===== config.mk =====
export PLATFORM = sky130hd
export DESIGN_NAME = riscv_register_file_mbist
export DESIGN_NICKNAME = d
export VERILOG_FILES = /design/src/rtl/riscv_mbist_pkg.sv /design/src/rtl/riscv_mbist_addr_gen.sv /design/src/rtl/riscv_register_file_mbist.sv
export SDC_FILE = /design/constraint.sdc
export NUM_CORES = 1
export LEC_CHECK = 0
export BUFFER_PORTS_ARGS = -buffer_cell sky130_fd_sc_hd__buf_2
export CORE_ASPECT_RATIO = 0.7
export CORE_MARGIN = 3
export CORE_UTILIZATION = 41
export DETAILED_ROUTE_END_ITERATION = 10
export MAX_ROUTING_LAYER = met4
export PLACE_DENSITY = 0.83
export RECOVER_POWER = 50
export SYNTH_ARGS = -nofsm -noshare
export SYNTH_HDL_FRONTEND = slang
export SYNTH_SLANG_ARGS = --single-unit

===== constraint.sdc =====
create_clock -name clk -period 3.1 [get_ports clk]
set_clock_uncertainty 0.2 [all_clocks]
set_input_delay 0 -clock clk [delete_from_list [all_inputs] [get_ports clk]]
set_output_delay 0 -clock clk [all_outputs]
set_load 0.05 [all_outputs]

===== src/rtl/riscv_mbist_pkg.sv =====
// Shared types for the register-file March C- BIST engine: FSM states,
// data backgrounds and the March element table.
package riscv_mbist_pkg;

    typedef enum logic [1:0] {
        ST_IDLE = 2'd0,
        ST_RUN  = 2'd1,
        ST_DONE = 2'd2
    } state_e;

    typedef enum logic {
        BG_SOLID   = 1'b0,
        BG_CHECKER = 1'b1
    } bg_e;

    // One March element: sweep direction, number of ops per address,
    // whether a single-op element reads, and the data polarity of the
    // read (expected) and write ops.
    typedef struct packed {
        logic down;
        logic two_op;
        logic first_rd;
        logic rd_pol;
        logic wr_pol;
    } elem_t;

    localparam logic [2:0] ELEM_LAST = 3'd5;

    // March C-: up(w0) up(r0,w1) up(r1,w0) dn(r0,w1) dn(r1,w0) up(r0)
    function automatic elem_t elem_info(input logic [2:0] elem);
        elem_t e;
        case (elem)
            3'd0:    e = '{down: 1'b0, two_op: 1'b0, first_rd: 1'b0, rd_pol: 1'b0, wr_pol: 1'b0};
            3'd1:    e = '{down: 1'b0, two_op: 1'b1, first_rd: 1'b1, rd_pol: 1'b0, wr_pol: 1'b1};
            3'd2:    e = '{down: 1'b0, two_op: 1'b1, first_rd: 1'b1, rd_pol: 1'b1, wr_pol: 1'b0};
            3'd3:    e = '{down: 1'b1, two_op: 1'b1, first_rd: 1'b1, rd_pol: 1'b0, wr_pol: 1'b1};
            3'd4:    e = '{down: 1'b1, two_op: 1'b1, first_rd: 1'b1, rd_pol: 1'b1, wr_pol: 1'b0};
            3'd5:    e = '{down: 1'b0, two_op: 1'b0, first_rd: 1'b1, rd_pol: 1'b0, wr_pol: 1'b0};
            default: e = '{down: 1'b0, two_op: 1'b0, first_rd: 1'b0, rd_pol: 1'b0, wr_pol: 1'b0};
        endcase
        return e;
    endfunction

    function automatic logic elem_is_down(input logic [2:0] elem);
        elem_t e;
        e = elem_info(elem);
        return e.down;
    endfunction

endpackage


===== src/rtl/riscv_mbist_addr_gen.sv =====
// Loadable up/down address counter spanning [FIRST, LAST]. last_o flags the
// final address of the sweep in the currently selected direction.
module riscv_mbist_addr_gen #(
    parameter int          ADDR_WIDTH = 5,
    parameter int unsigned FIRST      = 1,
    parameter int unsigned LAST       = 31
) (
    input  logic                  clk,
    input  logic                  rst_n,
    input  logic                  load_i,
    input  logic                  load_top_i,
    input  logic                  step_i,
    input  logic                  down_i,
    output logic [ADDR_WIDTH-1:0] addr_o,
    output logic                  last_o
);

    localparam logic [ADDR_WIDTH-1:0] FIRST_A = ADDR_WIDTH'(FIRST);
    localparam logic [ADDR_WIDTH-1:0] LAST_A  = ADDR_WIDTH'(LAST);
    localparam logic [ADDR_WIDTH-1:0] ONE_A   = ADDR_WIDTH'(1);

    logic [ADDR_WIDTH-1:0] addr_r;

    // Address register: load wins over step; direction picks +1 or -1.
    always_ff @(posedge clk) begin
        if (!rst_n) begin
            addr_r <= FIRST_A;
        end else if (load_i) begin
            addr_r <= load_top_i ? LAST_A : FIRST_A;
        end else if (step_i) begin
            addr_r <= down_i ? (addr_r - ONE_A) : (addr_r + ONE_A);
        end else begin
            addr_r <= addr_r;
        end
    end

    assign addr_o = addr_r;
    assign last_o = down_i ? (addr_r == FIRST_A) : (addr_r == LAST_A);

endmodule


===== src/rtl/riscv_register_file_mbist.sv =====
// March C- BIST engine and port multiplexer in front of the register file.
// While running it owns write/read port A and masks write port B; when idle
// every register-file port is a combinational pass-through.
module riscv_register_file_mbist
    import riscv_mbist_pkg::*;
#(
    parameter int ADDR_WIDTH   = 5,
    parameter int DATA_WIDTH   = 32,
    parameter int SKIP_ADDR0   = 1,
    parameter int CHECKERBOARD = 1,
    parameter int CNT_WIDTH    = 8
) (
    input  logic                  clk,
    input  logic                  rst_n,
    input  logic                  start_i,
    input  logic                  abort_i,
    input  logic [ADDR_WIDTH-1:0] raddr_a_i,
    input  logic [ADDR_WIDTH-1:0] waddr_a_i,
    input  logic [DATA_WIDTH-1:0] wdata_a_i,
    input  logic                  we_a_i,
    input  logic [ADDR_WIDTH-1:0] waddr_b_i,
    input  logic [DATA_WIDTH-1:0] wdata_b_i,
    input  logic                  we_b_i,
    output logic [ADDR_WIDTH-1:0] rf_raddr_a_o,
    output logic [ADDR_WIDTH-1:0] rf_waddr_a_o,
    output logic [DATA_WIDTH-1:0] rf_wdata_a_o,
    output logic                  rf_we_a_o,
    output logic [ADDR_WIDTH-1:0] rf_waddr_b_o,
    output logic [DATA_WIDTH-1:0] rf_wdata_b_o,
    output logic                  rf_we_b_o,
    input  logic [DATA_WIDTH-1:0] rf_rdata_a_i,
    output logic                  bist_o,
    output logic                  done_o,
    output logic                  pass_o,
    output logic [ADDR_WIDTH-1:0] fail_addr_o,
    output logic [2:0]            fail_elem_o,
    output logic [CNT_WIDTH-1:0]  fail_cnt_o
);

    localparam int unsigned FIRST = (SKIP_ADDR0 != 0) ? 1 : 0;
    localparam int unsigned LAST  = (1 << ADDR_WIDTH) - 1;
    localparam logic        CB_EN = (CHECKERBOARD != 0);
    localparam logic [CNT_WIDTH-1:0] CNT_MAX = {CNT_WIDTH{1'b1}};

    // Background word: solid zeros, or 0101.. at even / 1010.. at odd
    // addresses; pol=1 selects the inverted ("1") pattern.
    function automatic logic [DATA_WIDTH-1:0] bg_word(input bg_e bg, input logic odd,
                                                      input logic pol);
        logic [DATA_WIDTH-1:0] w;
        if (bg == BG_CHECKER) begin
            w = {(DATA_WIDTH/2){2'b01}} ^ {DATA_WIDTH{odd}};
        end else begin
            w = {DATA_WIDTH{1'b0}};
        end
        return w ^ {DATA_WIDTH{pol}};
    endfunction

    state_e                state_r;
    logic                  bist_r;
    logic                  done_r;
    logic                  pass_r;
    logic [ADDR_WIDTH-1:0] fail_addr_r;
    logic [2:0]            fail_elem_r;
    logic [CNT_WIDTH-1:0]  fail_cnt_r;
    logic [2:0]            elem_r;
    logic                  op_r;
    bg_e                   bg_r;

    elem_t                 info_s;
    logic                  run_s;
    logic                  is_read_s;
    logic                  mismatch_s;
    logic [CNT_WIDTH-1:0]  cnt_next_s;
    logic                  addr_done_s;
    logic                  elem_done_s;
    logic                  test_end_s;
    logic [2:0]            next_elem_s;
    logic                  start_go_s;
    logic                  load_s;
    logic                  load_top_s;
    logic                  step_s;
    logic [ADDR_WIDTH-1:0] addr_s;
    logic                  last_s;
    logic [DATA_WIDTH-1:0] exp_data_s;
    logic [DATA_WIDTH-1:0] wr_data_s;

    riscv_mbist_addr_gen #(
        .ADDR_WIDTH (ADDR_WIDTH),
        .FIRST      (FIRST),
        .LAST       (LAST)
    ) u_addr_gen (
        .clk        (clk),
        .rst_n      (rst_n),
        .load_i     (load_s),
        .load_top_i (load_top_s),
        .step_i     (step_s),
        .down_i     (info_s.down),
        .addr_o     (addr_s),
        .last_o     (last_s)
    );

    // Op decode, data generation, read compare and address sequencing.
    always_comb begin
        info_s      = elem_info(elem_r);
        run_s       = (state_r == ST_RUN);
        is_read_s   = info_s.two_op ? ~op_r : info_s.first_rd;
        exp_data_s  = bg_word(bg_r, addr_s[0], info_s.rd_pol);
        wr_data_s   = bg_word(bg_r, addr_s[0], info_s.wr_pol);
        mismatch_s  = run_s && is_read_s && (rf_rdata_a_i != exp_data_s);
        if (mismatch_s && (fail_cnt_r != CNT_MAX)) begin
            cnt_next_s = fail_cnt_r + CNT_WIDTH'(1);
        end else begin
            cnt_next_s = fail_cnt_r;
        end
        addr_done_s = ~info_s.two_op | op_r;
        elem_done_s = addr_done_s && last_s;
        test_end_s  = elem_done_s && (elem_r == ELEM_LAST) && ((bg_r == BG_CHECKER) || !CB_EN);
        next_elem_s = (elem_r == ELEM_LAST) ? 3'd0 : (elem_r + 3'd1);
        start_go_s  = !run_s && start_i && !abort_i;
        load_s      = start_go_s || (run_s && elem_done_s && !test_end_s);
        load_top_s  = start_go_s ? 1'b0 : elem_is_down(next_elem_s);
        step_s      = run_s && addr_done_s && !last_s;
    end

    // Control FSM with sequencing counters and registered status outputs.
    always_ff @(posedge clk) begin
        if (!rst_n) begin
            state_r     <= ST_IDLE;
            bist_r      <= 1'b0;
            done_r      <= 1'b0;
            pass_r      <= 1'b0;
            fail_addr_r <= {ADDR_WIDTH{1'b0}};
            fail_elem_r <= 3'd0;
            fail_cnt_r  <= {CNT_WIDTH{1'b0}};
            elem_r      <= 3'd0;
            op_r        <= 1'b0;
            bg_r        <= BG_SOLID;
        end else begin
            case (state_r)
                ST_IDLE, ST_DONE: begin
                    if (abort_i) begin
                        state_r <= ST_IDLE;
                        done_r  <= 1'b0;
                        pass_r  <= 1'b0;
                    end else if (start_i) begin
                        state_r     <= ST_RUN;
                        bist_r      <= 1'b1;
                        done_r      <= 1'b0;
                        pass_r      <= 1'b0;
                        fail_addr_r <= {ADDR_WIDTH{1'b0}};
                        fail_elem_r <= 3'd0;
                        fail_cnt_r  <= {CNT_WIDTH{1'b0}};
                        elem_r      <= 3'd0;
                        op_r        <= 1'b0;
                        bg_r        <= BG_SOLID;
                    end
                end
                ST_RUN: begin
                    fail_cnt_r <= cnt_next_s;
                    if (mismatch_s && (fail_cnt_r == {CNT_WIDTH{1'b0}})) begin
                        fail_addr_r <= addr_s;
                        fail_elem_r <= elem_r;
                    end
                    if (abort_i) begin
                        state_r <= ST_IDLE;
                        bist_r  <= 1'b0;
                        done_r  <= 1'b0;
                        pass_r  <= 1'b0;
                    end else if (test_end_s) begin
                        state_r <= ST_DONE;
                        bist_r  <= 1'b0;
                        done_r  <= 1'b1;
                        pass_r  <= (cnt_next_s == {CNT_WIDTH{1'b0}});
                    end else if (!addr_done_s) begin
                        op_r <= 1'b1;
                    end else begin
                        op_r <= 1'b0;
                        if (elem_done_s) begin
                            elem_r <= next_elem_s;
                            if (elem_r == ELEM_LAST) begin
                                bg_r <= BG_CHECKER;
                            end
                        end
                    end
                end
                default: begin
                    state_r <= ST_IDLE;
                    bist_r  <= 1'b0;
                    done_r  <= 1'b0;
                    pass_r  <= 1'b0;
                end
            endcase
        end
    end

    // Port multiplexer: engine owns port A and masks port B while running.
    always_comb begin
        if (bist_r) begin
            rf_raddr_a_o = addr_s;
            rf_waddr_a_o = addr_s;
            rf_wdata_a_o = wr_data_s;
            rf_we_a_o    = ~is_read_s;
            rf_waddr_b_o = {ADDR_WIDTH{1'b0}};
            rf_wdata_b_o = {DATA_WIDTH{1'b0}};
            rf_we_b_o    = 1'b0;
        end else begin
            rf_raddr_a_o = raddr_a_i;
            rf_waddr_a_o = waddr_a_i;
            rf_wdata_a_o = wdata_a_i;
            rf_we_a_o    = we_a_i;
            rf_waddr_b_o = waddr_b_i;
            rf_wdata_b_o = wdata_b_i;
            rf_we_b_o    = we_b_i;
        end
    end

    assign bist_o      = bist_r;
    assign done_o      = done_r;
    assign pass_o      = pass_r;
    assign fail_addr_o = fail_addr_r;
    assign fail_elem_o = fail_elem_r;
    assign fail_cnt_o  = fail_cnt_r;

endmodule

After elaboration in Yosys (flattened, before gate mapping)
Cells that the tools add are included.
Widths: inputs -> output; s select.
{"block": "op_classes", "reduce_logical": 31, "magnitude_cmp": 0, "bitwise": 7, "n_div": 0, "mux": 64, "mul": 0, "addsub": 4, "shifts": 0, "eq_ne": 26}
{"cell": "$mux 32", "n": 3}
{"cell": "$xor 32x32->32", "n": 2}
{"cell": "$mux 5", "n": 10}
{"cell": "$pmux 5 s5", "n": 2}
{"cell": "$ne 32x32->1", "n": 1}
{"cell": "$mux 1", "n": 24}
{"cell": "$mux 3", "n": 8}
{"cell": "$mux 8", "n": 3}
{"cell": "$logic_not 8->1", "n": 2}
{"cell": "$not 16->16", "n": 1}
{"cell": "$pmux 8 s2", "n": 1}
{"cell": "$logic_and 1x1->1", "n": 13}
{"cell": "$eq 3x2->1 const B", "n": 4}
{"cell": "$eq 3x3->1 const B", "n": 4}
{"cell": "$pmux 3 s2", "n": 2}
{"cell": "$pmux 1 s2", "n": 5}
{"cell": "$pmux 5 s2", "n": 1}
{"cell": "$add 8x1->8 const B", "n": 1}
{"cell": "$mux 2", "n": 4}
{"cell": "$ne 2x1->1 const B", "n": 4}
{"cell": "$ne 2x2->1 const B", "n": 4}
{"cell": "$ne 8x8->1 const B", "n": 1}
{"cell": "$reduce_and 8->1", "n": 1}
{"cell": "$reduce_and 7->1", "n": 1}
{"cell": "22 further kinds", "n": 30}
{"block": "totals", "mem_bits_rw": 0, "mem_count": 0, "latchBits": 0, "rom_bits": 0, "regBits": 31, "word_cells": 143}

Longest topological paths before layout
{"block": "logic_depth", "word_depth": 11, "ltp_mapped": 11, "ltp_nobuf": 9}

Cells and area by module
From an unflattened synthesis, not the netlist that was laid out.
{"block": "unflattened", "cells_unflattened": 404, "hier_area_um2": 2775.2}
{"mod": "riscv_register_file_mbist", "area_each_um2": 2373.5, "instances": 1, "cells_per_inst": 361}
{"mod": "riscv_mbist_addr_gen", "area_each_um2": 401.6, "instances": 1, "cells_per_inst": 43}

Least setup slack after synthesis
No wires, ideal clock.
{"block": "synth_path", "path_kind": "register to register", "start": "register fail_cnt_r[0] (netlist: fail_cnt_o[0])", "end": "register fail_cnt_r[6] (netlist: fail_cnt_o[6])", "required_time_ps": 2812, "path_slack_ps": 419, "n_path_buf": 1, "synth_period_minus_slack_ps": 2681, "stages_incl_launch_ff": 10, "arrival_time_ps": 2393, "path_cell_list": "dfxtp_1 -> ha_1 -> nand2_1 -> nor2_1 -> and2_1 -> nand3_1 -> and2_4 -> buf_6 -> a21o_1 -> a311oi_2"}
{"block": "synth_via", "elab_chain_cells": 4, "word_cells_on_any_way": 5, "classes_between": "add/sub: 1; eq/ne: 1; mux: 2; reduce/logical: 1"}
{"item": "start, declared", "line": "riscv_register_file_mbist.sv:64", "text": "logic [CNT_WIDTH-1:0] fail_cnt_r;"}
{"item": "start signal, assigned", "line": "riscv_register_file_mbist.sv:134", "text": "fail_cnt_r <= {CNT_WIDTH{1'b0}};"}
{"item": "start signal, assigned", "line": "riscv_register_file_mbist.sv:152", "text": "fail_cnt_r <= {CNT_WIDTH{1'b0}};"}
{"item": "start signal, assigned", "line": "riscv_register_file_mbist.sv:159", "text": "fail_cnt_r <= cnt_next_s;"}
{"item": "parallel branches: the longest is 2 deep, another holds $add 8x1->8"}
{"item": "$mux 8 (*)", "line": "riscv_register_file_mbist.sv:110", "text": "if (mismatch_s && (fail_cnt_r != CNT_MAX)) begin"}
{"item": "$pmux 8 s2 (*)", "line": "riscv_register_file_mbist.sv:139", "text": "case (state_r)"}
Mark *: on every way between the ends.
A chain may end at the register's enable or synchronous reset.

Worst setup path after layout
{"block": "layout_path", "start": "register elem_r[2]", "end": "register pass_r (netlist: pass_o)"}
{"block": "layout_via", "elab_chain_cells": 11, "word_cells_on_any_way": 25, "classes_between": "eq/ne: 7; mux: 7; bitwise: 3; reduce/logical: 8"}
{"item": "start, declared", "line": "riscv_register_file_mbist.sv:65", "text": "logic [2:0] elem_r;"}
{"item": "start signal, assigned", "line": "riscv_register_file_mbist.sv:179", "text": "elem_r <= next_elem_s;"}
{"item": "$eq 3x3->1, or another cell as far along", "line": "riscv_mbist_pkg.sv:32, riscv_register_file_mbist.sv:117"}
{"item": "$pmux 5 s5", "line": "riscv_mbist_pkg.sv:32", "text": "case (elem)"}
{"item": "$xor 32x32->32 / $mux 1 (equally long branches)", "line": "riscv_register_file_mbist.sv:55, riscv_register_file_mbist.sv:106"}
{"item": "$ne 32x32->1 / $logic_and 1x1->1 (equally long branches)", "line": "riscv_register_file_mbist.sv:109", "text": "mismatch_s = run_s && is_read_s && (rf_rdata_a_i != exp_data_s);"}
{"item": "$logic_and 1x1->1", "line": "riscv_register_file_mbist.sv:109"}
{"item": "$logic_and 1x1->1", "line": "riscv_register_file_mbist.sv:110"}
{"item": "$mux 8", "line": "riscv_register_file_mbist.sv:110"}
{"item": "$logic_not 8->1", "line": "riscv_register_file_mbist.sv:173", "text": "pass_r <= (cnt_next_s == {CNT_WIDTH{1'b0}});"}
{"item": "$mux 1", "line": "riscv_register_file_mbist.sv:169", "text": "end else if (test_end_s) begin"}
{"item": "$mux 1", "line": "riscv_register_file_mbist.sv:164", "text": "if (abort_i) begin"}
{"item": "$pmux 1 s2", "line": "riscv_register_file_mbist.sv:139"}
{"item": "end signal, assigned", "line": "riscv_register_file_mbist.sv:173"}
{"item": "end, declared", "line": "riscv_register_file_mbist.sv:61", "text": "logic pass_r;"}
Several ways; a longest one is shown, not always the timed one. The select of a mux whose other input is x is not followed.

==> results.txt <==
----------------------------------------------------
[Floorplanning]
  Effective utilization at floorplan ... 0.4367
  I/O pin count ... 217
  Die H ... 75.22 µm
  Area of the core ... 6426 µm²
  Area of the die ... 7889 µm²
  Site Rows ... 24
  Overall die width ... 104.9 µm

[Critical path]
  Category of the most critical setup path ... flop to flop
  Highest cell delay on the worst timing path ... 0.55 ns
  Worst Reg2Reg Path Length in Cells ... 9
  CP endpoint kind ... flop
  Max stage delay cell, worst path ... sky130_fd_sc_hd__dfxtp_1
  Data required, critical path ... 3.10 ns
  Critical path arrival ... 2.89 ns
  Crit Path Max Fanout ... 14
  Startpoint type of the worst setup path ... flop
  Cell-by-cell trace of the critical path ... inv_1 > ha_1 > nand3b_1 > a21oi_1 > o21a_1 > o41a_1 > and4_1 > o221ai_1 > o31ai_1

[Global route]
  Antenna violations before repair ... 0
  Vias in the first global route ... 3,056
  All-Layer GR Usage ... 0.2458
  Total congestion overflow after global routing ... 0
  Global-route wire length before repair ... 15,230 µm
  Maximum number of pins on one net before global-route repair ... 78

[Route]
  Wire length per cell ... 15.03 µm
  DRC violation count after routing ... 0
  Avg Vias per Cell ... 5.246
  Total vias in the final route ... 3,777
  Post-Route WL ... 10,830 µm
  Remaining antenna violation count after routing ... 0
  First-pass DRT Iterations ... 5
  Number of violations reported at the end of detailed-routing iteration 0 ... 363

[Synth]
  Post-synth net total ... 545
  Post-Syn Area per Cell ... 6.666 µm²
  Post-synthesis sequential area ratio ... 0.2140
  Area share of the leading cell type in the synthesized netlist ... 0.2140
  Yosys cell types ... 58
  Most frequent cell after synthesis ... sky130_fd_sc_hd__inv_1
  Commonest cells in the netlist ... 56 x sky130_fd_sc_hd__inv_1, 52 x sky130_fd_sc_hd__o21ai_0, 40 x sky130_fd_sc_hd__nor2b_1, 35 x sky130_fd_sc_hd__nor2_1, 30 x sky130_fd_sc_hd__dfxtp_1
  Top area cells in the synthesized netlist ... sky130_fd_sc_hd__dfxtp_1 21%, sky130_fd_sc_hd__o21ai_0 9.3%, sky130_fd_sc_hd__nor2b_1 8.9%
  Share of flip-flops with an asynchronous set or reset ... 0
  Post-synthesis cell type with the largest combined area ... sky130_fd_sc_hd__dfxtp_1
  Number of synthesized flops with an enable pin ... 0
  Combined area of all synthesized cells ... 2806 µm²
  Most used flip-flop cell after synthesis ... sky130_fd_sc_hd__dfxtp_1
  Synth Instances ... 421
  #FFs+latches synth ... 30
  Total of warnings raised by yosys ... 0

[STA]
  Worst hold margin ... 0.1857 ns
  Setup TNS after final layout ... 0 ns
  Number of hold violations in the final report ... 0
  Number of pins exceeding their max-slew limit in the final report ... 0
  Peak Freq ... 345.7 MHz
  Post-route clock period utilization ... 0.9331
  Final setup fails ... 0
  Final setup margin ... 0.2074 ns
  Worst Max-Slew Pin Slew ... 1.218 ns
  Headroom to the max-slew limit ... 0.1879
  Setup repair after global routing missed its margin ... no
  Final min period ... 2.893 ns

[Place]
  Quantity of I/O buffers inserted on ports ... 216
  HPWL reported at the end of detailed placement ... 8682 µm
  Placer's final routability congestion estimate ... 0.9092
  Minimum setup slack after placement ... 0.2005 ns

[Power]
  Leak Pwr ... 1.894 nW
  IR drop worst, VDD ... 0.2963 mV
  Cell Pwr Density ... 336.4 nW/µm²

[Clocking]
  Clock latency on the worst-skew pair ... 0.29 ns
  Clock transition at the registers of the reported paths ... 0.07 ns
  Buffers inserted by post-CTS timing repair ... 0
  Clk root buf ... sky130_fd_sc_hd__clkbuf_8
  TritonCTS Buffers ... 5
  TritonCTS clock tree ... yes
  Max Root-Sink Buffers ... 2
  # clock sinks ... 30
  Maximum level of the CTS H-tree ... 2

[Run status]
  Status ... finished clean

[Run]
  Max-cap viol count ... 0

[Cells and area]
  Share of cells above drive strength 1 ... 0.2989
  Post-synthesis to final-layout area growth ... 42.22%
  # diodes ... 0
  Count of nets after finishing ... 752

[Min path]
  Kind of path behind the tightest hold check ... input port to output port
  Instance count along the most critical hold path ... 4

----------------------------------------------------
critical path, delay by kind of cell, from the launching register on:
family,cells,cell delay [ns]
flip-flops,1,0.55
AO/OA/AOI/OAI,5,1.20
AND/OR/NAND/NOR,2,0.44
adder cells (fa/ha/maj),1,0.26
buffers and inverters,1,0.16
timing repair:
| action | CTS | global route |
|---|---|---|
| hold buffers | 4 | 0 |
| hold endpoints to repair | 9 | 0 |
| setup endpoints to repair | 0 | 4 |
| gates resized for setup | 0 | 2 |
registers in the layout, summed over array words and instances (netlist names):
register,count
pass_o,1
fail_elem_o,3
op_r,1
bist_o,1
elem_r,3
state_r,2
fail_cnt_o,8
u_addr_gen.addr_o,5
bg_r,1
fail_addr_o,5
metal layers:
metal  GRT usage  share of wire
met3     0.03942          0.077
met5           -              0
met1      0.3416           0.45
met4     0.05822          0.013
met2      0.3767           0.46
final timing paths:
kind | end | slack (ns) | startpoint
min reg2reg | fail_elem_o[0] | 0.31 | fail_elem_o[0]
max reg2reg | pass_o | 0.21 | elem_r[2]
max | pass_o | 0.21 | elem_r[2]
min | rf_wdata_a_o[14] | 0.19 | wdata_a_i[14]
final cells by class:
| class | instances | area (µm²) |
|---|---|---|
| fill | 635 | 2435 |
| multi-input combinational | 311 | 1892 |
| timing repair buffer | 224 | 1082 |
| sequential | 30 | 601.8 |
| inverter | 56 | 210.2 |
| tap | 91 | 113.9 |
| clock buffer | 7 | 86.33 |
| clock inverter | 1 | 5.005 |
report_power, final:
part | switching, mW | internal, mW
combinational | 0.453 | 0.156
sequential | 0.0114 | 0.391
clock | 0.152 | 0.179
through the flow:
stage | cell area, µm² | total power, mW | util | std cells
floorplan | 2806 | 0.8393 | - | 421
global placement | 3924 | 1.016 | 0.6106 | 708
detailed placement | 3924 | 1.022 | 0.6106 | 708
CTS | 4055 | 1.355 | 0.6310 | 720
global route | 3991 | 1.397 | 0.6211 | 720
finish | 3991 | 1.343 | 0.6211 | 720
placed cells by master (no fill, tap or decap), types with 9 or more instances in the layout:
cell	n
sky130_fd_sc_hd__clkbuf_1	54
sky130_fd_sc_hd__buf_2	153
sky130_fd_sc_hd__nor2_1	35
sky130_fd_sc_hd__nand4_1	13
sky130_fd_sc_hd__nand3_1	9
sky130_fd_sc_hd__nor2b_1	40
sky130_fd_sc_hd__inv_1	56
sky130_fd_sc_hd__clkbuf_2	11
sky130_fd_sc_hd__a21oi_1	27
sky130_fd_sc_hd__nor4_1	11
sky130_fd_sc_hd__o21ai_0	52
sky130_fd_sc_hd__dfxtp_1	29
sky130_fd_sc_hd__mux2i_1	9
sky130_fd_sc_hd__nand2_1	26
cells by family (layout without fill, tap and decap cells):
logic type	after synthesis	after routing	share of synthesized area
flip-flops	30	30	0.2140
multiplexers	11	11	0.04013
AND/OR/NAND/NOR	171	171	0.3326
XOR/XNOR	9	9	0.02809
AO/OA/AOI/OAI	113	113	0.2403
adder cells (fa/ha/maj)	7	7	0.03121
buffers and inverters	80	288	0.1137
(Power assumes the default switching activity.)
